File: config.mk
export PLATFORM = sky130hd
export DESIGN_NAME = settings_menu_ctrl
export DESIGN_NICKNAME = d
export VERILOG_FILES = /design/src/rtl/settings_menu_ctrl.sv
export SDC_FILE = /design/constraint.sdc
export NUM_CORES = 1
export LEC_CHECK = 0
export ABC_CLOCK_PERIOD_IN_PS = 3300
export CORE_MARGIN = 2
export CORE_UTILIZATION = 45
export DETAILED_ROUTE_END_ITERATION = 16
export GPL_TIMING_DRIVEN = 0
export PLACE_DENSITY = 0.73
export SLEW_MARGIN = 10
export SYNTH_ARGS = -nofsm -noshare
export SYNTH_HDL_FRONTEND = slang
export SYNTH_SLANG_ARGS = --single-unit
File: constraint.sdc
create_clock -name clk -period 3.3 [get_ports clk]
set_clock_uncertainty 0.05 [all_clocks]
set_input_delay 0.495 -clock clk [delete_from_list [all_inputs] [get_ports clk]]
set_output_delay 0.495 -clock clk [all_outputs]
set_load 0.02 [all_outputs]
File: src/rtl/settings_menu_ctrl.sv
// Settings-menu controller: samples buttons once per frame, produces press/auto-repeat
// events and routes them to the focused menu component or to the game.
module settings_menu_ctrl #(
  parameter int unsigned REPEAT_DELAY = 8,
  parameter int unsigned REPEAT_RATE  = 4
) (
  input  logic       clk,
  input  logic       rst,
  input  logic [7:0] buttons,
  input  logic       frame_tick,
  output logic       menu_open,
  output logic [1:0] focus,
  output logic       colors_en,
  output logic [7:0] colors_btn,
  output logic       sound_en,
  output logic [7:0] sound_btn,
  output logic [7:0] game_btn,
  output logic       menu_exit
);

  typedef enum logic {CLOSED, OPEN} state_e;
  typedef enum logic [1:0] {F_COLORS = 2'b00, F_SOUND = 2'b01, F_EXIT = 2'b10} focus_e;

  localparam logic [7:0] DELAY_C  = 8'(REPEAT_DELAY);
  localparam logic [7:0] RELOAD_C = 8'(REPEAT_DELAY - REPEAT_RATE);

  state_e     state_q, state_d;
  focus_e     focus_q, focus_d;
  logic [7:0] smp_q, smp_d;
  logic [7:0] hold_q, hold_d;
  logic [7:0] hold_inc;
  logic [3:0] rep;
  logic [7:0] ev;
  logic       colors_en_q, colors_en_d, sound_en_q, sound_en_d, menu_exit_q, menu_exit_d;
  logic [7:0] colors_btn_q, colors_btn_d, sound_btn_q, sound_btn_d, game_btn_q, game_btn_d;

  // Event vector: new presses plus direction auto-repeat; the counter reloads so it never wraps.
  always_comb begin
    // NOTE: every comb output gets a default first so no path can infer a latch.
    hold_d   = hold_q;
    rep      = 4'h0;
    hold_inc = hold_q + 8'd1;
    smp_d    = smp_q;
    if (frame_tick) begin
      smp_d = buttons;
      if (buttons[3:0] != 4'h0 && buttons[3:0] == smp_q[3:0]) begin
        if (hold_inc == DELAY_C) begin
          rep    = buttons[3:0];
          hold_d = RELOAD_C;
        end else begin
          hold_d = hold_inc;
        end
      end else begin
        hold_d = 8'd0;
      end
    end
    ev = (buttons & ~smp_q) | {4'h0, rep};
  end

  always_ff @(posedge clk or negedge rst) begin
    if (!rst) begin
      state_q      <= CLOSED;
      focus_q      <= F_COLORS;
      smp_q        <= 8'h00;
      hold_q       <= 8'd0;
      colors_en_q  <= 1'b0;
      colors_btn_q <= 8'h00;
      sound_en_q   <= 1'b0;
      sound_btn_q  <= 8'h00;
      game_btn_q   <= 8'h00;
      menu_exit_q  <= 1'b0;
    end else begin
      // NOTE: state registers use non-blocking assignments so every flop samples pre-edge values.
      state_q      <= state_d;
      focus_q      <= focus_d;
      smp_q        <= smp_d;
      hold_q       <= hold_d;
      colors_en_q  <= colors_en_d;
      colors_btn_q <= colors_btn_d;
      sound_en_q   <= sound_en_d;
      sound_btn_q  <= sound_btn_d;
      game_btn_q   <= game_btn_d;
      menu_exit_q  <= menu_exit_d;
    end
  end

  always_comb begin
    state_d = state_q;
    focus_d = focus_q;
    if (frame_tick) begin
      unique case (state_q)
        CLOSED: begin
          if (ev[7]) begin
            state_d = OPEN;
            focus_d = F_COLORS;
          end
        end
        OPEN: begin
          if (ev[7]) begin
            state_d = CLOSED;
          end else begin
            if (ev[6]) begin
              case (focus_q)
                F_COLORS: focus_d = F_SOUND;
                F_SOUND:  focus_d = F_EXIT;
                default:  focus_d = F_COLORS;
              endcase
            end
            if (focus_q == F_EXIT && ev[4]) state_d = CLOSED;
          end
        end
        default: state_d = CLOSED;
      endcase
    end
  end

  // Pulses go to the component focused before any C advance in the same frame.
  always_comb begin
    colors_en_d  = 1'b0;
    colors_btn_d = 8'h00;
    sound_en_d   = 1'b0;
    sound_btn_d  = 8'h00;
    game_btn_d   = 8'h00;
    menu_exit_d  = 1'b0;
    if (frame_tick) begin
      unique case (state_q)
        CLOSED: begin
          if (!ev[7]) game_btn_d = {1'b0, ev[6:0]};
        end
        OPEN: begin
          if (ev[7]) begin
            menu_exit_d = 1'b1;
          end else begin
            case (focus_q)
              F_COLORS: begin
                if (ev[5:0] != 6'h00) begin
                  colors_en_d  = 1'b1;
                  colors_btn_d = {2'b00, ev[5:0]};
                end
              end
              F_SOUND: begin
                if (ev[5:0] != 6'h00) begin
                  sound_en_d  = 1'b1;
                  sound_btn_d = {2'b00, ev[5:0]};
                end
              end
              default: menu_exit_d = ev[4];
            endcase
          end
        end
        default: ;
      endcase
    end
  end

  assign menu_open  = (state_q == OPEN);
  assign focus      = focus_q;
  assign colors_en  = colors_en_q;
  assign colors_btn = colors_btn_q;
  assign sound_en   = sound_en_q;
  assign sound_btn  = sound_btn_q;
  assign game_btn   = game_btn_q;
  assign menu_exit  = menu_exit_q;

endmodule
==> results.rst <==
.. list-table::
   :header-rows: 1

   * - Metric
     - Value
   * - H-Tree Level Count
     - 2
   * - Critical Setup Path Class
     - in2reg
   * - Count of pins on the block boundary
     - 41
   * - Synthesized area divided by synthesized cell count
     - 10.63 µm²
   * - IR Drop Worst-Case VDD
     - 0.2355 mV
   * - Cell Chain, Critical Path
     - clkdlybuf4s50_1 > ha_1 > nand2_1 > or3_1 > buf_2 > a211oi_4 > a21oi_1 > nor2_1
   * - Stages on worst setup path
     - 8
   * - Global-route usage over all layers
     - 0.1618
   * - Outcome
     - completed
   * - Register-to-register setup slack
     - 1.30 ns
   * - Effective utilization at floorplan
     - 0.4778
   * - Std cell rows
     - 22
   * - DRC violation total after the first TritonRoute iteration
     - 65
   * - Via count of the first global-routing pass
     - 1242
   * - Path depth of the worst reg2reg path
     - 6
   * - Clock-pin slew on the worst setup and hold paths
     - 0.08 ns
   * - Number of antenna violations at the first check in global routing
     - 0
   * - Number of vias after detailed routing
     - 1303
   * - Drt total wl
     - 3238 µm
   * - Fin crit share
     - 0.6994
   * - Area share of the largest cell type after synthesis
     - 0.5779
   * - Ranking of synthesized cells by area
     - dfrtp_1 58%, nor2_1 5.3%, mux2_2 4.4%, ha_1 4.2%, o21ai_0 3.4%
   * - Horizontal die dimension
     - 66.81 µm
   * - Fraction of layout cells with a size suffix above 1
     - 0.1127
   * - Top library cells by usage in the layout, fill and taps aside
     - 41 x dfrtp_1, 33 x clkdlybuf4s50_1, 25 x nor2_1, 12 x nand2_1, 12 x o21ai_0
   * - Sink Count
     - 41
   * - Area delta synth->final
     - 30.09%
   * - Via density per instance
     - 4.992
   * - CP required
     - 3.46 ns
   * - Setup repair after global routing missed its margin
     - false
   * - Detail Placement HPWL
     - 2499 µm
   * - Tightest slew margin relative to the limit
     - 0.5025
   * - Data arrival time of the critical path
     - 2.46 ns
   * - RR Endpoint
     - hold_q[2]
   * - Nets
     - 230
   * - ANT cells
     - 0
   * - Peak fanout along the critical path
     - 7
   * - Final-layout fill cell count
     - 310
   * - Portion of the post-synthesis area used by sequential elements
     - 0.5779
   * - Category of the worst setup path launch point
     - input pin
   * - Cell with the largest stage delay on the worst path
     - clkdlybuf4s50_1
   * - Maximum buffer depth of the clock tree
     - 2
   * - Die Outline Area
     - 4464 µm²
   * - Most common cell after layout, fill and taps aside
     - dfrtp_1
   * - RR Startpoint
     - hold_q[0]
   * - Static power due to leakage
     - 1.045 nW
   * - Number of hold buffers added after CTS
     - 0
   * - Crit end category
     - flip-flop
   * - Cell taking the most area after synthesis
     - dfrtp_1
   * - Final Max Slew Viols
     - 0
   * - Max-cap violations
     - 0
   * - Fmax achieved
     - 0.4333 GHz
   * - Last weighted congestion value of the routability-driven placer
     - 0.8384
   * - Hold/Removal Path Class
     - in2async
   * - Number of unique standard cell types used by synthesis
     - 30
   * - Routed Antenna Nets
     - 0
   * - Final hold vios
     - 0
   * - Clock tree from TritonCTS
     - done
   * - Pre-antenna DRT Iters
     - 4
   * - Height of the die
     - 66.81 µm
   * - Tmin final
     - 2.308 ns
   * - Number of remaining DRC errors
     - 0
   * - Actual slew at the worst max-slew pin
     - 0.7405 ns
   * - Largest net degree at the start of global routing
     - 29
   * - Core area
     - 3716 µm²
   * - CTS Buf Count
     - 5
   * - Input/output buffers
     - 34
   * - Number of cells upsized or downsized after cts
     - 0
   * - Final routed wire length divided by cell count
     - 12.41 µm
   * - Ratio of total power to cell area
     - 536.5 nW/µm²
   * - Global-route wire length before repair
     - 5361 µm
   * - Slowest Stage Delay on Critical Path
     - 0.48 ns
   * - Latest clock arrival within the worst-skew pair
     - 0.28 ns
   * - Number of synthesis warnings
     - 0
   * - Top Family by Delay on Critical Path
     - buffers and inverters
   * - Fin Hold WS
     - 0.05356 ns
   * - CTS root buffer
     - clkbuf_8
   * - Setup bufs post-CTS
     - 0
   * - Global-route congestion overflow total
     - 0
   * - Critical path buffers and inverters
     - 2
   * - Final setup violation count
     - 0
   * - Synthesized flop and latch total
     - 41
   * - Mapped cell area
     - 1775 µm²
   * - TNS Setup
     - 0 ns
   * - Post-Syn Instances
     - 167
[synthesized netlist by cell type]
library cell / number
buf_2: 1
nand3_1: 7
xnor2_1: 2
mux2_2: 7
ha_1: 6
o21bai_1: 1
o22ai_1: 1
nand2_1: 12
nor2_1: 25
and3_1: 2
a22o_1: 4
a21o_1: 1
nor3_1: 1
nand4b_1: 1
inv_1: 10
and3b_1: 1
o21ai_0: 12
nor4_1: 2
a21oi_1: 7
or3_1: 2
a211oi_4: 1
clkbuf_1: 3
a31oi_1: 2
buf_4: 6
nor3b_1: 3
o2111ai_1: 1
nand2b_1: 3
dfrtp_1: 41
conb_1: 1
nand3b_1: 1
[per-stage QoR]
step | util | total power, mW | worst slack (ns) | instances | area, µm²
floorplan | - | 0.7416 | 1.370 | 171 | 1790
global placement | 0.5896 | 0.8639 | 0.6935 | 253 | 2191
CTS | 0.6215 | 1.254 | 0.9877 | 261 | 2310
finish | 0.6215 | 1.239 | 0.9919 | 261 | 2310
global route | 0.6215 | 1.306 | 0.8303 | 261 | 2310
detailed placement | 0.5936 | 0.8740 | 0.7031 | 254 | 2206
[metal layers]
| layer | track usage | vias up | share of wire |
|---|---|---|---|
| li1 | - | 651 | - |
| met1 | 0.1907 | 604 | 0.44 |
| met2 | 0.2813 | 42 | 0.50 |
| met3 | 0.04899 | 6 | 0.055 |
| met4 | 0.05102 | 0 | 0.0074 |
| met5 | 0 | - | 0 |
[power by group]
part	internal, mW	leakage [nW]	switching, mW
clock network	0.220	0.0540	0.158
logic	0.129	0.443	0.149
registers	0.550	0.548	0.0331
total	0.899	1.04	0.340
[sequential cells by signal (all words and copies together) (netlist names)]
register	cells
focus	2
hold_q	8
menu_open	1
colors_en	1
colors_btn	6
sound_en	1
sound_btn	6
game_btn	7
menu_exit	1
smp_q	8
[cells by family after synthesis]
kind of cell,synth area share
flops,0.5779
buf+inv,0.05567
xor+xnor,0.009868
mux,0.04440
fa+ha+maj,0.04228
other cells,0.002112
simple gates,0.1593
compound gates,0.1085
[area by class of cell]
cell class,count,area [µm²],share of cell area
multi-input cells,110,665.6,0.2882
clock inverters,2,35.03,0.01517
inverters,10,37.54,0.01625
clock buffers,5,68.82,0.02979
repair buffers,35,355.3,0.1538
flip-flops and latches,41,1026,0.4442
well taps,48,60.06,0.02600
plain buffers,10,61.31,0.02654
[how the worst max path moves through the flow]
stage | startpoint | end | slack, ns
2_1_floorplan | buttons[3] | sound_btn[0] | 1.37
3_3_place_gp | buttons[2] | sound_btn[0] | 0.69
3_5_place_dp | buttons[2] | game_btn[0] | 0.70
4_1_cts | buttons[2] | game_btn[1] | 0.99
5_1_grt | buttons[2] | game_btn[3] | 0.83
6_report | buttons[2] | sound_btn[0] | 0.99
No activity file was read; power rests on OpenSTA's default activity.
